--- src/rtl/riscv_hazard.sv ---
// riscv_hazard: five-stage RISC-V hazard unit. Provides operand forwarding,
// load-use and redirect stall/flush control, a data-memory wait FSM with a
// sticky timeout flag, and saturating stall/flush performance counters.
module riscv_hazard #(
    parameter int CNT_W   = 16,
    parameter int TIMEOUT = 1023
) (
    input  logic             iclk,
    input  logic             irst_n,
    input  logic [4:0]       irs1_d,
    input  logic [4:0]       irs2_d,
    input  logic [4:0]       irs1_e,
    input  logic [4:0]       irs2_e,
    input  logic [4:0]       ird_e,
    input  logic [4:0]       ird_m,
    input  logic [4:0]       ird_w,
    input  logic             ireg_write_m,
    input  logic             ireg_write_w,
    input  logic             iresult_srcb0_e,
    input  logic             ipc_src_e,
    input  logic             imem_req_m,
    input  logic             imem_ready_m,
    output logic [1:0]       oforward_a_e,
    output logic [1:0]       oforward_b_e,
    output logic             ostall_f,
    output logic             ostall_d,
    output logic             ostall_e,
    output logic             ostall_m,
    output logic             oflush_d,
    output logic             oflush_e,
    output logic             oflush_w,
    output logic             omem_busy,
    output logic             otimeout,
    output logic [CNT_W-1:0] ostall_cnt,
    output logic [CNT_W-1:0] oflush_cnt
);

    typedef enum logic {RUN, WAIT} state_t;

    // Last wait count before the timeout edge fires.
    localparam logic [15:0] TO_LAST = 16'(TIMEOUT - 1);

    state_t      state, state_nxt;
    logic [15:0] wait_cnt;
    logic        lw_stall, mem_stall;

    // M-stage result beats W-stage result; x0 is never forwarded.
    function automatic logic [1:0] fwd_sel(input logic [4:0] rs);
        if (ireg_write_m && ird_m != 5'd0 && ird_m == rs)
            return 2'b10;
        else if (ireg_write_w && ird_w != 5'd0 && ird_w == rs)
            return 2'b01;
        else
            return 2'b00;
    endfunction

    // Forwarding selects for both ALU operands.
    always_comb begin
        oforward_a_e = fwd_sel(irs1_e);
        oforward_b_e = fwd_sel(irs2_e);
    end

    // Stall/flush terms; a pending memory access suppresses D/E flushes so a
    // redirect or load-use is re-evaluated once the access completes.
    always_comb begin
        lw_stall  = iresult_srcb0_e && ird_e != 5'd0 &&
                    (ird_e == irs1_d || ird_e == irs2_d);
        mem_stall = imem_req_m && !imem_ready_m;
        ostall_f  = lw_stall | mem_stall;
        ostall_d  = lw_stall | mem_stall;
        ostall_e  = mem_stall;
        ostall_m  = mem_stall;
        oflush_w  = mem_stall;
        oflush_d  = ipc_src_e & ~mem_stall;
        oflush_e  = (lw_stall | ipc_src_e) & ~mem_stall;
    end

    // Wait FSM next state: enter WAIT while memory holds the pipe, leave as soon as it lets go.
    always_comb begin
        state_nxt = state;
        case (state)
            RUN:     if (mem_stall)  state_nxt = WAIT;
            WAIT:    if (!mem_stall) state_nxt = RUN;
            default: state_nxt = RUN;
        endcase
    end

    assign omem_busy = (state == WAIT);

    // FSM state register.
    always_ff @(posedge iclk or negedge irst_n) begin
        if (!irst_n) state <= RUN;
        else         state <= state_nxt;
    end

    // Consecutive memory-wait counter and sticky timeout flag.
    always_ff @(posedge iclk or negedge irst_n) begin
        if (!irst_n) begin
            wait_cnt <= 16'd0;
            otimeout <= 1'b0;
        end else begin
            if (!mem_stall)              wait_cnt <= 16'd0;
            else if (wait_cnt != 16'hFFFF) wait_cnt <= wait_cnt + 16'd1;
            if (mem_stall && wait_cnt == TO_LAST) otimeout <= 1'b1;
        end
    end

    // Saturating performance counters for front-end stalls and redirect flushes.
    always_ff @(posedge iclk or negedge irst_n) begin
        if (!irst_n) begin
            ostall_cnt <= '0;
            oflush_cnt <= '0;
        end else begin
            if (ostall_f && ostall_cnt != '1) ostall_cnt <= ostall_cnt + CNT_W'(1);
            if (oflush_d && oflush_cnt != '1) oflush_cnt <= oflush_cnt + CNT_W'(1);
        end
    end

endmodule

--- config.mk ---
export PLATFORM = sky130hd
export DESIGN_NAME = riscv_hazard
export DESIGN_NICKNAME = d
export VERILOG_FILES = /design/src/rtl/riscv_hazard.sv
export SDC_FILE = /design/constraint.sdc
export NUM_CORES = 1
export LEC_CHECK = 0
export CORE_ASPECT_RATIO = 0.6
export CORE_MARGIN = 2
export CORE_UTILIZATION = 45
export DETAILED_ROUTE_END_ITERATION = 16
export DONT_BUFFER_PORTS = 1
export SETUP_SLACK_MARGIN = 0.5
export SLEW_MARGIN = 20
export SYNTH_ARGS = -nofsm -noshare
export SYNTH_HDL_FRONTEND = slang
export SYNTH_SLANG_ARGS = --single-unit
--- constraint.sdc ---
create_clock -name iclk -period 3 [get_ports iclk]
set_clock_uncertainty 0.05 [all_clocks]
set_input_delay 0.45 -clock iclk [delete_from_list [all_inputs] [get_ports iclk]]
set_output_delay 0.45 -clock iclk [all_outputs]
set_load 0.005 [all_outputs]
==> load_flow_metrics.sql, run 1 <==
INSERT INTO impl_metrics (metric_group, metric, value, unit) VALUES
('global_routing', 'globalRoute.totalOverflow', '0', ''),
('power_and_ir_drop', 'power.density', '488', 'nW/um2'),
('logic_synthesis', 'synth-async-reset-ratio', '1.00', ''),
('logic_synthesis', 'netlist.top_cell.by_area', 'dfrtp_1', ''),
('cells_and_area', 'leading_cell_type_in_the_layout_fill_and_taps_excluded', 'dfrtp_1', ''),
('logic_synthesis', 'seq_area_frac_synth', '0.412', ''),
('logic_synthesis', 'synth_top_area_frac', '0.412', ''),
('cells_and_area', 'antenna_diode_count', '0', ''),
('power_and_ir_drop', 'power.total', '1590', 'uW'),
('setup_path', 'path_class', 'reg -> reg', ''),
('routing', 'avgViaCountPerCell', '5.74', ''),
('floorplan', 'initial_utilization', '0.461', ''),
('sta', 'timing_max_transition_violations_final', '0', ''),
('power_and_ir_drop', 'vdd.ir_drop.worst', '0.000349', 'V'),
('routing', 'via_count', '2349', ''),
('placement', 'port-buffer-count', '0', ''),
('sta', 'period_share', '0.782', ''),
('worst_hold_path', 'hold_class', 'reg -> reg', ''),
('power_and_ir_drop', 'total_leakage_power', '0.00133', 'uW'),
('worst_hold_path', 'min_delay_worst_endpoint', 'otimeout$_DFFE_PN0P_', ''),
('cells_and_area', 'syn2layout_area_growth', '7.00', '%'),
('setup_path', 'reg2reg_capture_point', 'ostall_cnt[1]$_DFFE_PN0P_', ''),
('sta', 'maximum_clock_frequency', '0.426', 'GHz'),
('setup_path', 'worst_setup_path_start_kind', 'flop', ''),
('cells_and_area', 'layout.nets', '368', ''),
('setup_path', 'regToRegSetupSlack', '0.65', 'ns'),
('floorplan', 'die_height', '67.6', 'um'),
('placement', 'place_worst_setup_slack', '0.677', 'ns'),
('logic_synthesis', 'postSynth.topFlopCell', 'dfrtp_1', ''),
('routing', 'route.antenna.remaining_nets', '0', ''),
('global_routing', 'number_of_global_route_vias_before_repair', '2171', ''),
('clock_network', 'root_buffer', 'clkbuf_8', ''),
('worst_hold_path', 'hold_path_depth', '1', ''),
('floorplan', 'std_cell_rows', '23', ''),
('clock_network', 'clock_sinks', '50', ''),
('setup_path', 'r2r-start', 'ostall_cnt[0]$_DFFE_PN0P_', ''),
('routing', 'wl', '6.49', 'mm'),
('global_routing', 'grt_pass1_wl', '10.3', 'mm'),
('clock_network', 'clk_path_buf_depth', '2', ''),
('routing', 'first_iter_violations', '96', ''),
('logic_synthesis', 'syn_nets', '368', ''),
('logic_synthesis', 'synth.ff_latch_count', '50', ''),
('global_routing', 'grt_max_degree', '51', ''),
('routing', 'routed_wire_length_per_instance', '15.9', 'um'),
('clock_network', 'clock_slew_at_the_register_clock_pins_of_the_worst_setup_and_hold_paths', '0.09', 'ns'),
('setup_path', 'worstRegToRegCells', '6', ''),
('setup_path', 'end_kind', 'flop', ''),
('sta', 'max_slew_margin', '0.625', ''),
('placement', 'gp_weighted_congestion', '0.779', ''),
('clock_network', 'post_cts_resized', '0', ''),
('logic_synthesis', 'synth.top_cells.by_area', 'dfrtp_1, xor2_1, xnor2_1', ''),
('clock_network', 'cts_buffers', '5', ''),
('worst_hold_path', 'holdCritStartpoint', 'otimeout$_DFFE_PN0P_', ''),
('sta', 'setup-violations-final', '0', ''),
('floorplan', 'fp.dieW', '110', 'um'),
('logic_synthesis', 'post_synth_num_cell_types', '42', ''),
('clock_network', 'htree_levels', '2', ''),
('run_status', 'outcome', 'finished clean', ''),
('placement', 'post-dp-hpwl', '4.83', 'mm'),
('global_routing', 'antenna_found_initial', '0', ''),
('cells_and_area', 'fin_util', '0.493', ''),
('sta', 'final.min_clock_period', '2.35', 'ns'),
('clock_network', 'tritoncts', 'done', ''),
('run', 'drv.max_cap_violation_count', '0', ''),
('logic_synthesis', 'syn-instance-count', '321', ''),
('floorplan', 'fp.dieArea', '7440', 'um2'),
('cells_and_area', 'final_cell_area', '3250', 'um2'),
('logic_synthesis', 'synth.cell_area', '3040', 'um2'),
('setup_path', 'crit_required', '3.14', 'ns'),
('setup_path', 'data_arrival_critical_path', '2.49', 'ns'),
('cells_and_area', 'post_route_cells_drive_above_1_share', '0.0497', '');
## final cells by class
| cell class | instances | area, um2 |
|---|---|---|
| fillers | 598 | 3340 |
| flip-flops and latches | 50 | 1250 |
| multi-input cells | 253 | 1700 |
| clock buffers | 7 | 76.3 |
| inverters | 6 | 22.5 |
| clock inverters | 1 | 30.0 |
| repair buffers | 5 | 60.1 |
| well taps | 87 | 109 |
## through the flow
stage | hold slack (ns) | cells
after floorplan | 0.104 | 321
after global placement | 0.105 | 399
after detailed placement | 0.105 | 399
after CTS | 0.442 | 409
after global routing | 0.478 | 409
final | 0.454 | 409
## how the worst max path moves through the flow
stage / startpoint / to / slack (ns) / cells after the start
floorplan: imem_ready_m / ostall_f / 0.85 / 6
global placement: ostall_cnt[0]$_DFFE_PN0P_ / ostall_cnt[1]$_DFFE_PN0P_ / 0.73 / 6
detailed placement: ostall_cnt[0]$_DFFE_PN0P_ / ostall_cnt[1]$_DFFE_PN0P_ / 0.68 / 6
CTS: ostall_cnt[0]$_DFFE_PN0P_ / ostall_cnt[1]$_DFFE_PN0P_ / 0.64 / 6
global route: ostall_cnt[0]$_DFFE_PN0P_ / ostall_cnt[1]$_DFFE_PN0P_ / 0.51 / 6
finish: ostall_cnt[0]$_DFFE_PN0P_ / ostall_cnt[1]$_DFFE_PN0P_ / 0.65 / 6
## cell usage after synthesis (7+ instances only)
master,instances
dfrtp_1,50
nand3_1,28
xor2_1,38
nand4_1,9
nor3_1,12
nor2_1,23
nor4_1,16
o21ai_0,8
nand2_1,25
xnor2_1,29
or4_1,7
## layer usage
layer / vias up / GRT usage / wire, um
met5: - / 0 / 0
met4: 0 / 0.0554 / 93
met3: 11 / 0.0627 / 492
met2: 66 / 0.244 / 2730
met1: 1121 / 0.261 / 3170
li1: 1151 / - / -
## repair_timing
action,in CTS,in global routing
endpoints found under the hold margin,50,0
setup endpoints to repair,0,0
hold buffers,2,0
## registers in the layout, summed over array words and instances (netlist names)
name and cells:
ostall_cnt 16, oflush_cnt 16, otimeout 1, wait_cnt 16
omem_busy 1
## report_power, final
group	leakage, uW	switching (uW)	internal [uW]	total, uW
combinational	0.000622	121	121	242
sequential	0.000651	127	751	878
clock	0.0000524	217	250	466
## worst max-delay path, stage by stage, from the launching register on
cell and delay (ns):
dfrtp_1 0.45, ha_1 0.21, nand4_1 0.15, or3_1 0.59
o32ai_4 0.27, or2_1 0.18, mux2_1 0.33
## cell families (layout without fill, tap and decap cells)
logic type	count (synthesis)	count (layout)	share of synthesized area
flops	50	50	0.412
xor+xnor	67	67	0.193
compound gates	36	36	0.0923
buf+inv	18	19	0.0280
simple gates	143	143	0.247
fa+ha+maj	4	4	0.0165
mux	3	3	0.0107
Power figures use the tool's default switching activity.
==> inputs of run 2 (changes only) <==
==> constraint.sdc (replaced) <==
create_clock -name iclk -period 2.1 [get_ports iclk]
set_clock_uncertainty 0.05 [all_clocks]
set_input_delay 0.315 -clock iclk [delete_from_list [all_inputs] [get_ports iclk]]
set_output_delay 0.315 -clock iclk [all_outputs]
set_load 0.005 [all_outputs]
==> run 2 against run 1 <==
Global-route usage is 3.9 points higher. Clock-buffer cell count is 2 lower. Via count is 14% higher. Combinational power grew to 3.8 times the previous value. Register-to-register slack worse by 0.53 ns. Clock power is 56% higher. Worst hold slack worse by 0.22 ns. Sequential cell count stayed put. First-iteration DRC count is 4.2% higher. Critical path depth stayed put. Core utilization is 13 points higher. Critical path type unchanged. Largest cell class unchanged. Highest routed layer unchanged.
==> load_flow_metrics.sql, run 2 (same netlist as run 1, synthesis figures left out) <==
INSERT INTO impl_metrics (metric_group, metric, value, unit) VALUES
('cells_and_area', 'syn2layout_area_growth', '35.5', '%'),
('floorplan', 'std_cell_rows', '23', ''),
('sta', 'setup-violations-final', '0', ''),
('sta', 'setup_slack', '0.127', 'ns'),
('routing', 'drt_drc_violations_left', '0', ''),
('routing', 'via_count', '2674', ''),
('global_routing', 'grt_total_usage', '0.217', ''),
('global_routing', 'grt.busiest_layer', 'met1', ''),
('routing', 'avgViaCountPerCell', '5.81', ''),
('power_and_ir_drop', 'net-switching-power', '879', 'uW'),
('routing', 'first_iter_violations', '100', ''),
('setup_path', 'r2r-start', 'ostall_cnt[0]$_DFFE_PN0P_', ''),
('sta', 'maximum_clock_frequency', '0.507', 'GHz'),
('placement', 'port-buffer-count', '0', ''),
('clock_network', 'clock_slew_at_the_register_clock_pins_of_the_worst_setup_and_hold_paths', '0.10', 'ns'),
('sta', 'timing.hold.ws', '0.234', 'ns'),
('global_routing', 'globalRoute.totalOverflow', '0', ''),
('cells_and_area', 'antenna_diode_count', '0', ''),
('setup_path', 'crit_required', '2.25', 'ns'),
('cells_and_area', 'leading_cell_type_in_the_layout_fill_and_taps_excluded', 'dfrtp_1', ''),
('setup_path', 'critPathLaunch', 'ostall_cnt[0]$_DFFE_PN0P_', ''),
('power_and_ir_drop', 'share_of_power_burned_in_the_clock_network', '0.260', ''),
('floorplan', 'floorplan.io_pins', '88', ''),
('clock_network', 'htree_levels', '2', ''),
('power_and_ir_drop', 'power.density', '680', 'nW/um2'),
('global_routing', 'grt_pass1_wl', '12.4', 'mm'),
('power_and_ir_drop', 'power.total', '2800', 'uW'),
('setup_path', 'crit_slowest_cell', 'or3_4', ''),
('power_and_ir_drop', 'total_leakage_power', '0.00167', 'uW'),
('placement', 'place_worst_setup_slack', '0.113', 'ns'),
('routing', 'route.antenna.remaining_nets', '0', ''),
('global_routing', 'grt_use_met2', '0.301', ''),
('sta', 'setup-tns-final', '0', 'ns'),
('run', 'drv.max_cap_violation_count', '0', ''),
('floorplan', 'coreArea', '6590', 'um2'),
('routing', 'first_pass_iters', '4', ''),
('sta', 'hold_viol', '0', ''),
('sta', 'slew_at_the_pin_closest_to_its_max_slew_limit', '0.467', 'ns'),
('power_and_ir_drop', 'sequentialPowerShare', '0.415', ''),
('global_routing', 'grt_max_degree', '51', ''),
('cells_and_area', 'layout.cells.most_common_list', 'dfrtp_1, buf_4, xor2_1', ''),
('clock_network', 'tritoncts', 'done', ''),
('power_and_ir_drop', 'vdd.ir_drop.worst', '0.000381', 'V'),
('floorplan', 'fp.dieW', '110', 'um'),
('run_status', 'outcome', 'finished clean', ''),
('setup_path', 'end_kind', 'flop', ''),
('sta', 'timing_max_transition_violations_final', '0', ''),
('cells_and_area', 'post_route_cells_drive_above_1_share', '0.359', ''),
('worst_hold_path', 'hold_class', 'in -> reg', ''),
('sta', 'max_slew_margin', '0.686', ''),
('power_and_ir_drop', 'net_sw_frac', '0.314', ''),
('sta', 'final.min_clock_period', '1.97', 'ns'),
('sta', 'period_share', '0.939', ''),
('floorplan', 'initial_utilization', '0.461', ''),
('floorplan', 'die_height', '67.6', 'um'),
('setup_path', 'path_class', 'reg -> reg', ''),
('cells_and_area', 'fin_util', '0.624', ''),
('placement', 'post-dp-hpwl', '5.32', 'mm'),
('clock_network', 'clock_sinks', '50', ''),
('power_and_ir_drop', 'p_int', '1920', 'uW'),
('cells_and_area', 'layout.nets', '419', ''),
('global_routing', 'met1_usage', '0.330', ''),
('sta', 'rsz0062_at_grt', 'yes', ''),
('clock_network', 'clk_path_buf_depth', '2', ''),
('power_and_ir_drop', 'power.share.combinational', '0.325', ''),
('worst_hold_path', 'holdCritStartpoint', 'ipc_src_e', ''),
('cells_and_area', 'top_regs', 'oflush_cnt (16), ostall_cnt (16), wait_cnt (16)', ''),
('setup_path', 'data_arrival_critical_path', '2.13', 'ns'),
('placement', 'gp_weighted_congestion', '0.775', ''),
('global_routing', 'number_of_global_route_vias_before_repair', '2469', ''),
('routing', 'routed_wire_length_per_instance', '17.9', 'um'),
('setup_path', 'crit_path_cell_trace', 'ha_2 -> nand4_1 -> or3_4 -> o32ai_4 -> or2_4 -> mux2_4', ''),
('global_routing', 'grtUsageMet3', '0.0714', ''),
('global_routing', 'antenna_found_initial', '0', ''),
('floorplan', 'fp.dieArea', '7440', 'um2'),
('setup_path', 'worst_setup_path_start_kind', 'flop', ''),
('clock_network', 'root_buffer', 'clkbuf_8', ''),
('clock_network', 'cts_buffers', '5', ''),
('setup_path', 'timing.critical_path.slowest_cell_delay', '0.44', 'ns'),
('clock_network', 'insertion_delay', '0.31', 'ns'),
('setup_path', 'critical_path.max_fanout', '2', ''),
('routing', 'wl', '8.22', 'mm');
run 2: cell count changes in the layout (fill, tap and decap cells not counted), sizes merged:
cell,change
inv,+1
clkinvlp,+1
clkbuf,-2
buf,+51
run 2: power by group through the flow:
stage,logic [uW],registers [uW],clock network [uW]
2_1_floorplan,318,1240,0
3_3_place_gp,632,1170,0
3_5_place_dp,655,1170,0
4_1_cts,804,1160,732
5_1_grt,990,1170,776
6_report,909,1160,726
run 2: layout make-up:
| cell class | instances | area (um2) |
|---|---|---|
| fill | 556 | 2480 |
| multi-input combinational | 253 | 2110 |
| sequential | 50 | 1260 |
| timing repair buffer | 56 | 499 |
| tap | 87 | 109 |
| clock buffer | 5 | 68.8 |
| clock inverter | 3 | 48.8 |
| inverter | 6 | 22.5 |
run 2: what timing repair did:
item / CTS / global route
buffers inserted: 19 / 14
hold buffers: 2 / 0
gates resized for setup: 49 / 34
cloned: 1 / 0
hold endpoints to repair: 50 / 0
pin swaps: 19 / 21
setup endpoints to repair: 46 / 49
run 2: per-stage QoR:
stage / cells / area [um2]
final: 460 / 4110
after global placement: 416 / 3310
after floorplan: 321 / 3120
after CTS: 446 / 3850
after global routing: 460 / 4110
after detailed placement: 416 / 3310
run 2: worst paths after layout:
| kind | endpoint | slack, ns | cells after the start |
|---|---|---|---|
| min in group asynchronous | oflush_cnt[14]$_DFFE_PN0P_ | 0.46 | 2 |
| max reg2reg | ostall_cnt[1]$_DFFE_PN0P_ | 0.13 | 6 |
| max in group asynchronous | wait_cnt[0]$_DFFE_PN0P_ | 1.30 | 2 |
| min | oflush_cnt[11]$_DFFE_PN0P_ | 0.23 | 4 |
| max | ostall_cnt[1]$_DFFE_PN0P_ | 0.13 | 6 |
| min reg2reg | otimeout$_DFFE_PN0P_ | 0.47 | 1 |
run 2: critical path, delay by kind of cell (launching register included):
| kind | cells | cell delay, ns |
|---|---|---|
| AO/OA/AOI/OAI | 1 | 0.24 |
| adder cells (fa/ha/maj) | 1 | 0.18 |
| flip-flops | 1 | 0.37 |
| multiplexers | 1 | 0.30 |
| AND/OR/NAND/NOR | 3 | 0.72 |
run 2: metal layers:
layer  share of wire  up-vias
li1                -     1262
met1            0.48     1309
met2            0.44       99
met3           0.074        4
met4          0.0060        0
met5               0        -
